[config.mk]
export PLATFORM = sky130hd
export DESIGN_NAME = mult_div_unit
export DESIGN_NICKNAME = d
export VERILOG_FILES = /design/src/rtl/mult_div_unit.sv
export SDC_FILE = /design/constraint.sdc
export NUM_CORES = 1
export LEC_CHECK = 0
export CORE_UTILIZATION = 35
export DETAILED_ROUTE_END_ITERATION = 12
export PLACE_DENSITY = 0.51
export SYNTH_ARGS = -nofsm -noshare
export SYNTH_HDL_FRONTEND = slang
export SYNTH_SLANG_ARGS = --single-unit
[constraint.sdc]
create_clock -name clk -period 9.4 [get_ports clk]
set_input_delay 0.94 -clock clk [delete_from_list [all_inputs] [get_ports clk]]
set_output_delay 0.94 -clock clk [all_outputs]
set_load 0.01 [all_outputs]
[src/rtl/mult_div_unit.sv]
// Iterative 32x32 multiply / divide unit with HI/LO result registers.
// One bit per cycle: shift-add multiply, restoring divide, sign fix on the last edge.
module mult_div_unit (
    input  logic        clk,
    input  logic        rst_n,
    input  logic        start,
    input  logic [1:0]  op,
    input  logic [31:0] a,
    input  logic [31:0] b,
    input  logic        mthi,
    input  logic        mtlo,
    input  logic [31:0] wdata,
    output logic        busy,
    output logic [31:0] hi,
    output logic [31:0] lo
);

    localparam logic [1:0] S_IDLE = 2'd0;
    localparam logic [1:0] S_CALC = 2'd1;
    localparam logic [1:0] S_FIX  = 2'd2;

    function automatic logic [31:0] neg32(input logic [31:0] x);
        return ~x + 32'd1;
    endfunction

    function automatic logic [63:0] neg64(input logic [63:0] x);
        return ~x + 64'd1;
    endfunction

    logic [1:0]  state_q, state_d;
    logic [4:0]  cnt_q, cnt_d;
    logic [1:0]  op_q, op_d;
    logic        neg_a_q, neg_a_d;
    logic        neg_b_q, neg_b_d;
    logic [31:0] opa_q, opa_d;
    logic [31:0] opb_q, opb_d;
    logic [63:0] acc_q, acc_d;
    logic        busy_q, busy_d;
    logic [31:0] hi_q, hi_d;
    logic [31:0] lo_q, lo_d;

    logic        a_neg_s, b_neg_s, accept_s;
    logic [31:0] a_mag_s, b_mag_s;
    logic [32:0] mul_sum_s;
    logic [63:0] mul_next_s;
    logic [32:0] rem_sh_s;
    logic [33:0] diff_s;
    logic [63:0] div_next_s;
    logic [63:0] prod_s;
    logic [31:0] quot_s, rem_s;

    // Operand magnitudes and the per-iteration datapath.
    always_comb begin
        a_neg_s    = op[0] & a[31];
        b_neg_s    = op[0] & b[31];
        a_mag_s    = a_neg_s ? neg32(a) : a;
        b_mag_s    = b_neg_s ? neg32(b) : b;
        // A divide by zero is a no-op, so it must not block mthi/mtlo either.
        accept_s   = start & ~(op[1] & (b == 32'd0));
        mul_sum_s  = {1'b0, acc_q[63:32]} + (acc_q[0] ? {1'b0, opa_q} : 33'd0);
        mul_next_s = {mul_sum_s, acc_q[31:1]};
        rem_sh_s   = acc_q[63:31];
        diff_s     = {1'b0, rem_sh_s} - {2'b00, opb_q};
        if (!diff_s[33]) begin
            div_next_s = {diff_s[31:0], acc_q[30:0], 1'b1};
        end else begin
            div_next_s = {rem_sh_s[31:0], acc_q[30:0], 1'b0};
        end
        prod_s = (op_q[0] & (neg_a_q ^ neg_b_q)) ? neg64(acc_q) : acc_q;
        quot_s = (op_q[0] & (neg_a_q ^ neg_b_q)) ? neg32(acc_q[31:0]) : acc_q[31:0];
        rem_s  = (op_q[0] & neg_a_q) ? neg32(acc_q[63:32]) : acc_q[63:32];
    end

    // Next-state logic for the IDLE / CALC / FIX controller and HI/LO.
    always_comb begin
        state_d = state_q;
        cnt_d   = cnt_q;
        op_d    = op_q;
        neg_a_d = neg_a_q;
        neg_b_d = neg_b_q;
        opa_d   = opa_q;
        opb_d   = opb_q;
        acc_d   = acc_q;
        busy_d  = busy_q;
        hi_d    = hi_q;
        lo_d    = lo_q;
        case (state_q)
            S_IDLE: begin
                if (accept_s) begin
                    state_d = S_CALC;
                    busy_d  = 1'b1;
                    cnt_d   = 5'd0;
                    op_d    = op;
                    neg_a_d = a_neg_s;
                    neg_b_d = b_neg_s;
                    opa_d   = a_mag_s;
                    opb_d   = b_mag_s;
                    acc_d   = op[1] ? {32'd0, a_mag_s} : {32'd0, b_mag_s};
                end else begin
                    hi_d = mthi ? wdata : hi_q;
                    lo_d = mtlo ? wdata : lo_q;
                end
            end
            S_CALC: begin
                acc_d = op_q[1] ? div_next_s : mul_next_s;
                cnt_d = cnt_q + 5'd1;
                if (cnt_q == 5'd31) begin
                    state_d = S_FIX;
                end else begin
                    state_d = S_CALC;
                end
            end
            S_FIX: begin
                state_d = S_IDLE;
                busy_d  = 1'b0;
                if (op_q[1]) begin
                    hi_d = rem_s;
                    lo_d = quot_s;
                end else begin
                    hi_d = prod_s[63:32];
                    lo_d = prod_s[31:0];
                end
            end
            default: begin
                state_d = S_IDLE;
                busy_d  = 1'b0;
            end
        endcase
    end

    // State registers with synchronous active-low reset.
    always_ff @(posedge clk) begin
        if (!rst_n) begin
            state_q <= S_IDLE;
            cnt_q   <= 5'd0;
            op_q    <= 2'd0;
            neg_a_q <= 1'b0;
            neg_b_q <= 1'b0;
            opa_q   <= 32'd0;
            opb_q   <= 32'd0;
            acc_q   <= 64'd0;
            busy_q  <= 1'b0;
            hi_q    <= 32'd0;
            lo_q    <= 32'd0;
        end else begin
            state_q <= state_d;
            cnt_q   <= cnt_d;
            op_q    <= op_d;
            neg_a_q <= neg_a_d;
            neg_b_q <= neg_b_d;
            opa_q   <= opa_d;
            opb_q   <= opb_d;
            acc_q   <= acc_d;
            busy_q  <= busy_d;
            hi_q    <= hi_d;
            lo_q    <= lo_d;
        end
    end

    assign busy = busy_q;
    assign hi   = hi_q;
    assign lo   = lo_q;

endmodule

Word-level counts from Yosys, hierarchy flattened
Index checks and enable logic that the tools add are counted.

Flip-flop bits (word level): 204. Bits in latches: 0. RAM bits: 0. Bits in read-only memories: 0. Input bits: 103. Output and inout port bits: 65. Logic and storage cells: 75. Memories: 0.

Add/subtract/negate cells: 8. Multipliers: 0. Div/mod/pow operators: 0. $lt $le $gt $ge: 0. Equal/unequal tests: 7. Shifts and indexed selects: 0. Multiplexer cells: 26. Bitwise gates (word level): 14. Reduce and logical (&&, ||, !) cells: 9.

Operators with widths (count): 2-to-1 mux 32 bit (12); 2-to-1 mux 64 bit (4); adder 32 x 1 -> 32 bit, second input constant (4); inverter 32 bit (4); case mux 32 bit (2 select lines) (2); case mux 64 bit (2 select lines) (1); adder 64 x 1 -> 64 bit, second input constant (1); inverter 64 bit (1); subtractor 33 x 32 -> 34 bit (1); adder 32 x 32 -> 33 bit (1); logical NOT 32 bit (1); case mux 5 bit (2 select lines) (1); inequality test 2 bit, second input constant (4); AND 1 bit (6); AND reduction 2 bit (3); AND reduction 3 bit (2); adder 5 x 1 -> 5 bit, second input constant (1); == test 5 bit, second input constant (1); 2-to-1 mux 5 bit (1); 2-to-1 mux 2 bit (2); case mux 2 bit (2 select lines) (1); nonzero test 2 bit (2); == test 2 x 1 -> 1 bit, second input constant (1); == test 2 bit, second input constant (1); 5 further kinds (6).

Longest topological paths before layout
Gate-level depths: netlist of the first run.

Depth in word-level cells: 6. Gate-level depth with buffers: 15. Gate-level depth less buffers: 13.

Least setup slack after synthesis of the first run
OpenSTA, ideal clock, no wires.

Path type: input -> register. Start: input port b[0]. End: register lo_q[24], in the netlist lo[24]. Library setup time: 65 ps. Arrival time: 3480 ps. Required time: 9335 ps. Path slack: 5855 ps. Cell stages on the path: 12. Buffers on the path: 2. Cells stage by stage: inv_1 > ha_1 > or4b_2 > nor4_4 > a41o_1 > a21oi_1 > or2_2 > clkbuf_1 > clkbuf_1 > a211oi_1 > a21oi_1 > nor2_1.

Cells in the longest elaborated chain, start to end: 6.

RTL lines: from (decl) (line 9) `input logic [31:0] b,`; logical NOT 32 bit (line 59) `accept_s = start & ~(op[1] & (b == 32'd0));`; AND 1 bit (line 59); inverter 1 bit (line 59); AND 1 bit (line 59); inequality test 2 bit (no line); AND reduction 3 bit (no line); to (signal assigned) (line 156) `lo_q <= lo_d;`; to (decl) (line 40) `logic [31:0] lo_q, lo_d;`.

No other way between the ends. A chain may end at the register's enable or synchronous reset.

Final worst setup path of the first run
Start: input port b[0]. End: register acc_q[15].

Cells in the longest elaborated chain, start to end: 6. Elaborated cells on any way between the ends: 12. Classes of those cells: add/sub: 1; eq/ne: 1; mux: 4; bitwise: 4; reduce/logical: 2.

RTL lines: inverter 32 bit or logical NOT 32 bit (tied branches) (line 23, 59); adder 32 x 1 -> 32 bit or AND 1 bit (tied branches) (line 23, 59); 2-to-1 mux 32 bit or inverter 1 bit (tied branches) (line 57, 59); 2-to-1 mux 32 bit or AND 1 bit (tied branches) (line 98, 59); 2-to-1 mux 64 bit or inequality test 2 bit (tied branches); case mux 64 bit (2 select lines) or AND reduction 2 bit (tied branches); to (signal assigned) (line 141) `acc_q <= 64'd0;`; to (signal assigned) (line 153) `acc_q <= acc_d;`; to (decl) (line 37) `logic [63:0] acc_q, acc_d;`.

Several ways; a longest one is shown, not always the timed one. The select of a mux whose other input is x is not followed.

==> impl_metrics.yaml, run 1 <==
power:
  vdd_drop_max_mv: 0.1256
  p_leak_nw: 7.023
  power_density_nw_per_um2: 148.0
routing:
  dr.pass1.iters: 7
  antenna_left: 0
  via_count: 16100
  viasPerCell: 5.830
  first_iter_violations: 1333
  totalWireLength_mm: 63.56
  drc_errors: 0
  post_drt_wl_per_cell_um: 23.01
global_routing:
  track_usage_pct: 27.66
  grt_pass1_wl_mm: 94.75
  antenna_found_initial: 0
  grtUsageMet1_pct: 39.42
  met3_usage_pct: 2.589
  grt_max_degree: 84
  use_met2_pct: 43.04
  overflow: 0
  busiest_layer: "met2"
  grt_pass1_vias: 15270
logic_synthesis:
  synth_area_per_cell_sq_um: 7.484
  async_flop_share_pct: 0
  yosys_register_bits: 204
  synthFlopType: "dfxtp_1"
  yosys.area.top_type: "dfxtp_1"
  yosysUniqueCellTypes: 77
  synth_top_area_share_pct: 26.22
  syn_nets: 2256
  ys_top_cells_by_area: "dfxtp_1 26%, nor2_1 6.5%, a211oi_1 6.2%, a21oi_1 5.8%, ha_1 5.6%"
  syn_inst: 2081
  synth-edff-count: 0
  seq_area_frac_synth_pct: 26.22
  ys_warn_count: 0
  synth_area_sq_um: 15570
floorplan:
  fp.dieW_um: 213.0
  ios: 168
  row_count: 76
  initial_utilization_pct: 35.84
  die_area_sq_um: 45350
  fp.dieH_um: 213.0
  core_region_area_sq_um: 43460
timing:
  drv_slew: 0
  period_share_pct: 49.79
  setup-tns-final_ps: 0
  setup_viol: 0
  max-slew-margin-rel_pct: 17.38
  clock.fmax_mhz: 213.7
  hold_ws_ps: 459.8
  rsz0062_at_grt: "no"
  hold_violations: 0
  clock_skew_ps: 16.23
  fin_crit_ps: 4680
  max_slew.worst_pin.slew_ps: 1239
  fin_ws_ps: 4720
setup_path:
  cp.required_ps: 9810
  worst_setup_path_start_kind: "primary input"
  cp_num_buf_inv: 3
  path_cells: "clkdlybuf4s50_1 > inv_1 > ha_1 > or4b_2 > nor4_4 > a41o_1 > or3_2 > buf_4 > nand2_1 > o22ai_1 > a211oi_1"
  crit_type: "primary input to flip-flop"
  cpPeakStageDelay_ps: 660
  critPathCaptureType: "flip-flop"
  critPathSlowestCell: "or4b_2"
  arrival_ps: 5090
  critical_path_depth: 11
  path_max_fanout: 60
  r2r_slack_ps: 5260
  crit_family: "simple AND/OR/NAND/NOR gates"
  r2r_cells: 11
finish:
  mostFrequentLayoutCell: "nor2_1"
  final_cell_mix: "268 x nor2_1, 203 x dfxtp_1, 182 x a21oi_1"
  syn_to_final_growth_pct: 18.58
  antenna_cells: 0
  fillerInstances: 4511
  stdcell_area_sq_um: 18470
  final_nets: 2335
  drive_gt1_share_pct: 5.145
hold_path:
  whs_path_depth: 2
  hold_path.class: "flip-flop to flip-flop"
clock_network:
  cts_buffer_depth: 3
  cts_tree: "built"
  hold_buffers: 0
  cts.sinks: 204
  clk_pin_slew_ps: 60
  post_cts_buffers: 0
  ctsResizeCount: 0
  clk_latency_ps: 560
  cts_made_buffers: 25
  htreeDepth: 1
  root_buffer: "clkbuf_16"
run_status:
  status: "complete, no violations"
place:
  io_buffers: 167
  gp_congestion: 0.9258
  dpl.hpwl_mm: 49.36
  pre_cts_slack_ps: 4131
  dpl_cell_area_sq_um: 17640
flow_run:
  cap_violations: 0
[routing by layer]
| layer | part of all wire (%) | up-vias |
|---|---|---|
| met5 | 0 | - |
| met4 | 3.5 | 0 |
| met3 | 5.4 | 90 |
| met2 | 44 | 570 |
| met1 | 47 | 7697 |
| li1 | - | 7745 |
[worst paths after layout]
check        startpoint         to
min reg2reg      hi[10]     hi[10]
min              hi[10]     hi[10]
max                b[0]  acc_q[15]
max reg2reg   acc_q[45]  acc_q[41]
[stage by stage]
stage | utilization (%) | power (mW) | cells
finish | 42.50 | 2.734 | 2762
global route | 42.50 | 2.850 | 2762
CTS | 42.50 | 2.737 | 2762
detailed placement | 40.60 | 1.731 | 2718
global placement | 40.60 | 1.727 | 2718
floorplan | - | 1.448 | 2081
[cell families (layout without fill, tap and decap cells)]
family	count (synthesis)	count (layout)	share of synthesized area, %
AOI/OAI and AO/OA	662	662	27.81
xor gates and xnor gates	164	164	9.222
adders and majority gates	72	72	5.880
buffers and inverters	204	300	5.053
DFF	204	204	26.22
muxes	57	57	3.736
and+or+nand+nor	718	718	22.08
[final cells by class]
| type | count | area (sq um) | share of cell area, % |
|---|---|---|---|
| clock buffer | 35 | 693.2 | 3.753 |
| tap | 585 | 732.0 | 3.963 |
| timing repair buffer | 190 | 1844 | 9.986 |
| sequential | 204 | 4085 | 22.12 |
| clock inverter | 9 | 133.9 | 0.7249 |
| inverter | 66 | 250.2 | 1.355 |
| multi-input combinational | 1673 | 10730 | 58.10 |
[tightest hold or removal path: stages, from the launching register on]
cell and delay, ps:
dfxtp_1 310, nand2_1 50, o31ai_1 50
[where the power goes]
| group | switching, mW | internal, mW | leakage [nW] |
|---|---|---|---|
| Clock | 0.413 | 0.596 | 0.401 |
| Combinational | 0.450 | 0.280 | 4.95 |
| Sequential | 0.0718 | 0.924 | 1.67 |
| Total | 0.935 | 1.80 | 7.02 |
[registers in the layout, summed over array words and instances, names as in the netlist]
register  flops
neg_a_q       1
cnt_q         5
opa_q        32
busy          1
hi           32
lo           32
opb_q        32
op_q          2
neg_b_q       1
state_q       2
acc_q        64
[cell usage after synthesis (8+ instances only)]
library cell,number
or2_2,12
o211ai_1,15
clkbuf_1,114
nand2b_1,12
buf_2,11
buf_1,12
o41ai_1,10
a31oi_1,33
o31ai_1,21
xnor2_1,84
and2_1,47
nor2_1,270
or4_1,11
dfxtp_1,204
nor2b_1,8
a21o_1,34
nand4_1,9
ha_1,70
or3_1,21
a211oi_1,128
o221ai_1,15
o21ai_0,117
a311oi_1,9
inv_1,65
mux2_2,9
a21oi_1,182
nor4_1,21
nand2_1,167
xor2_1,80
and3_1,18
nand3_1,38
o21a_1,9
a22oi_1,18
nor3_1,55
mux2i_1,48
Power figures use the tool's default switching activity.
==> inputs of run 2 (changes only) <==
- clock period: 9.4 -> 4.7 ns (I/O delays scaled with it)
==> run 2 against run 1 <==
- total power up 100%
- clock power rose by 110%
- via count grew 0.25%
- sequential cell count unchanged
- die area stayed put
- sequential power grew 100%
- critical path type unchanged
- largest cell class unchanged
==> impl_metrics.yaml, run 2 (synthesis results as in run 1) <==
clock_network:
  cts_buffer_depth: 3
  cts.sinks: 204
  root_buffer: "clkbuf_16"
  clk_pin_slew_ps: 60
  ctsResizeCount: 0
  post_cts_buffers: 0
  clk_latency_ps: 570
  htreeDepth: 1
  cts_tree: "built"
  cts_made_buffers: 26
  hold_buffers: 0
timing:
  clock_skew_ps: 30.77
  max_slew.worst_pin.slew_ps: 1192
  setup-tns-final_ps: 0
  drv_slew: 0
  period_share_pct: 80.88
  rsz0062_at_grt: "no"
  hold_ws_ps: 459.1
  setup_viol: 0
  hold_violations: 0
  max-slew-margin-rel_pct: 20.56
  clock.fmax_mhz: 263.1
  fin_crit_ps: 3801
place:
  gp_congestion: 0.9438
  io_buffers: 167
  dpl.hpwl_mm: 49.95
  dp_cells: 2745
floorplan:
  ios: 168
  row_count: 76
  fp.dieH_um: 213.0
  initial_utilization_pct: 35.84
  fp.dieW_um: 213.0
  die_area_sq_um: 45350
  core_region_area_sq_um: 43460
global_routing:
  grt_max_degree: 95
  overflow: 0
  track_usage_pct: 27.62
  grt_pass1_vias: 15290
  grt_pass1_wl_mm: 94.46
  antenna_found_initial: 0
routing:
  dr.pass1.iters: 6
  post_drt_wl_per_cell_um: 22.79
  drc_errors: 0
  via_count: 16140
  totalWireLength_mm: 63.66
  viasPerCell: 5.780
  first_iter_violations: 1254
  antenna_left: 0
hold_path:
  min_from: "hi[18]"
  hold_path.class: "flip-flop to flip-flop"
  whs_path_depth: 2
power:
  vdd_drop_max_mv: 0.2633
  p_leak_nw: 7.201
  finalPower_mw: 5.604
  power_density_nw_per_um2: 298.7
finish:
  largest_reg_flops: 64
  antenna_cells: 0
  fin_cells: 2793
  fillerInstances: 4493
  final_nets: 2363
  mostFrequentLayoutCell: "nor2_1"
  top_register: "acc_q"
  regArea_sq_um: 4085
  multiInputGateArea_sq_um: 10720
  syn_to_final_growth_pct: 20.44
  final_cell_mix: "269 x nor2_1, 203 x dfxtp_1, 182 x a21oi_1"
  drive_gt1_share_pct: 6.476
setup_path:
  reg2reg_from: "acc_q[0]"
  critPathLaunch: "b[0]"
  cp.required_ps: 5210
  crit_type: "primary input to flip-flop"
  r2r_slack_ps: 960
  path_max_fanout: 63
  arrival_ps: 4310
  r2r_cells: 13
  worst_setup_path_start_kind: "primary input"
  critPathCaptureType: "flip-flop"
run_status:
  status: "complete, no violations"
flow_run:
  cap_violations: 0
==> run 2: critical path, stage by stage <==
cell,delay (ps)
clkdlybuf4s50_1,420
inv_1,130
ha_1,250
or4b_2,660
nor4_4,410
a41o_1,500
a21oi_1,110
or2_2,700
a211oi_1,430
a21oi_1,80
nor2_1,110
==> run 2: layout make-up <==
class / instances / share of cell area [%]
clock buffer: 37 / 3.955
clock inverter: 11 / 0.8204
inverter: 66 / 1.334
multi-input combinational: 1673 / 57.16
sequential: 204 / 21.78
tap: 585 / 3.902
timing repair buffer: 217 / 11.05
==> run 2: path summary, 6_finish.rpt <==
check	endpoint
max reg2reg	acc_q[61]
max	lo[12]
min	hi[18]
min reg2reg	hi[18]
==> run 2: layer usage <==
layer,track usage [%],part of all wire (%),vias up
li1,-,-,7792
met2,43.59,44,513
met3,3.206,5.5,85
met1,39.18,47,7753
met5,0,0,-
met4,8.087,2.8,0
==> run 2: power by group <==
group          switching (mW)  total [mW]  leakage (nW)  internal (mW)
logic                   0.901        1.48          5.09          0.577
registers               0.142        1.99          1.67           1.85
clock network           0.870        2.14         0.433           1.27
total                    1.91        5.60          7.20           3.69
==> run 2: metrics by stage <==
step	worst slack, ps	util (%)	cell area [sq um]
floorplan	1574	-	15570
global placement	442.6	41.10	17860
detailed placement	356.9	41.10	17860
CTS	949.9	43.16	18760
global route	645.8	43.16	18760
finish	898.8	43.16	18760
==> inputs of run 3 (changes only) <==
- clock period: 4.7 -> 3.8 ns (I/O delays scaled with it)
==> run 3 against run 2 <==
- utilization increased by 1.3 points
- die area unchanged
- wire length increased by 2.0%
- critical path type is now flip-flop to flip-flop
- critical endpoint is now acc_q[61]
==> impl_metrics.yaml, run 3 (synthesis results as in run 1) <==
run_status:
  status: "complete, no violations"
timing:
  clock.fmax_mhz: 282.1
  setup_viol: 0
  max-slew-margin-rel_pct: 28.62
  fin_crit_ps: 3545
  setup-tns-final_ps: 0
  drv_slew: 0
  fin_ws_ps: 254.6
  clock_skew_ps: 20.35
  period_share_pct: 93.30
  hold_ws_ps: 456.4
  rsz0062_at_grt: "no"
  hold_violations: 0
  max_slew.worst_pin.slew_ps: 1071
global_routing:
  grt_pass1_vias: 15450
  track_usage_pct: 28.38
  antenna_found_initial: 0
  overflow: 0
  grt_pass1_wl_mm: 97.25
  grt_max_degree: 95
setup_path:
  rr_endpoint: "acc_q[61]"
  reg2reg_from: "opb_q[20]"
  critPathCaptureType: "flip-flop"
  r2r_slack_ps: 250
  crit_type: "flip-flop to flip-flop"
  cp.required_ps: 4220
  arrival_ps: 3970
  worst_setup_path_start_kind: "flip-flop"
  path_max_fanout: 28
  r2r_cells: 13
finish:
  final_cell_mix: "269 x nor2_1, 203 x dfxtp_1, 182 x a21oi_1"
  largest_reg_flops: 64
  regArea_sq_um: 4085
  fillerInstances: 4464
  syn_to_final_growth_pct: 24.11
  antenna_cells: 0
  final_nets: 2429
  fin_util_pct: 44.48
  top_register: "acc_q"
  fin_cells: 2860
  drive_gt1_share_pct: 9.275
  mostFrequentLayoutCell: "nor2_1"
  stdcell_area_sq_um: 19330
  multiInputGateArea_sq_um: 10720
flow_run:
  cap_violations: 0
hold_path:
  whs_path_depth: 3
  hold_path.class: "primary input to flip-flop"
  min_to: "hi[20]"
  min_from: "wdata[20]"
floorplan:
  fp.dieW_um: 213.0
  ios: 168
  die_area_sq_um: 45350
  initial_utilization_pct: 35.84
  row_count: 76
  core_region_area_sq_um: 43460
  fp.dieH_um: 213.0
power:
  p_leak_nw: 7.550
  power_density_nw_per_um2: 362.0
  vdd_drop_max_mv: 0.2995
  finalPower_mw: 6.997
place:
  dp_cells: 2810
  dpl.hpwl_mm: 51.11
  io_buffers: 167
  gp_congestion: 0.9450
  dpl_cell_area_sq_um: 18430
  pre_cts_slack_ps: 25.62
clock_network:
  ctsResizeCount: 0
  cts_buffer_depth: 3
  cts_made_buffers: 27
  cts.sinks: 204
  root_buffer: "clkbuf_16"
  cts_tree: "built"
  clk_pin_slew_ps: 60
  post_cts_buffers: 0
  htreeDepth: 1
  hold_buffers: 0
  clk_latency_ps: 560
routing:
  drc_errors: 0
  totalWireLength_mm: 64.92
  first_iter_violations: 1227
  dr.pass1.iters: 5
  post_drt_wl_per_cell_um: 22.70
  viasPerCell: 5.741
  antenna_left: 0
  via_count: 16420
run 3: changes by cell type in the layout (fill, tap and decap cells not counted):
cell and delta:
buf_4 +59, buf_12 +6, clkinv_4 +2, bufinv_16 -1
clkbuf_1 -1, clkbuf_16 +1, clkinv_8 -1, clkinvlp_4 +1
inv_6 +1
run 3: worst max-delay path, stage by stage, from the launching register on:
cell,delay (ps)
dfxtp_1,460
inv_1,90
ha_1,450
nand4_1,170
nor3_1,400
nand3_1,160
o221ai_1,210
a21oi_1,90
buf_4,190
o211ai_1,270
buf_12,260
nand3_1,120
a31oi_1,450
a311oi_1,80
run 3: worst max path at each step:
stage	slack (ps)	cells past startpoint	end	startpoint
global route	60	12	acc_q[61]	acc_q[50]
global placement	4	14	acc_q[61]	b[0]
detailed placement	30	14	acc_q[61]	b[0]
floorplan	670	13	acc_q[60]	acc_q[0]
CTS	330	12	acc_q[61]	acc_q[50]
finish	250	13	acc_q[61]	opb_q[20]
run 3: metal layers:
metal  part of all wire [%]  vias to the layer above  track usage (%)
met4                    2.6                        0            7.938
met3                    5.8                       78            2.736
met5                      0                        -                0
li1                       -                     7946                -
met1                     47                     7856            41.19
met2                     45                      540            44.27
run 3: area by class of cell:
| type | count | area share (%) |
|---|---|---|
| Timing Repair Buffer | 282 | 13.63 |
| Sequential cell | 204 | 21.13 |
| Multi-Input combinational cell | 1673 | 55.47 |
| Tap cell | 585 | 3.787 |
| Inverter | 66 | 1.295 |
| Clock inverter | 13 | 0.7314 |
| Clock buffer | 37 | 3.948 |
run 3: power breakdown:
group          switching [mW]  leakage [nW]  total [mW]  internal, mW
registers               0.169          1.67        2.45          2.28
clock network            1.10         0.436        2.65          1.55
logic                    1.13          5.44        1.90         0.771
total                    2.39          7.55        7.00          4.60
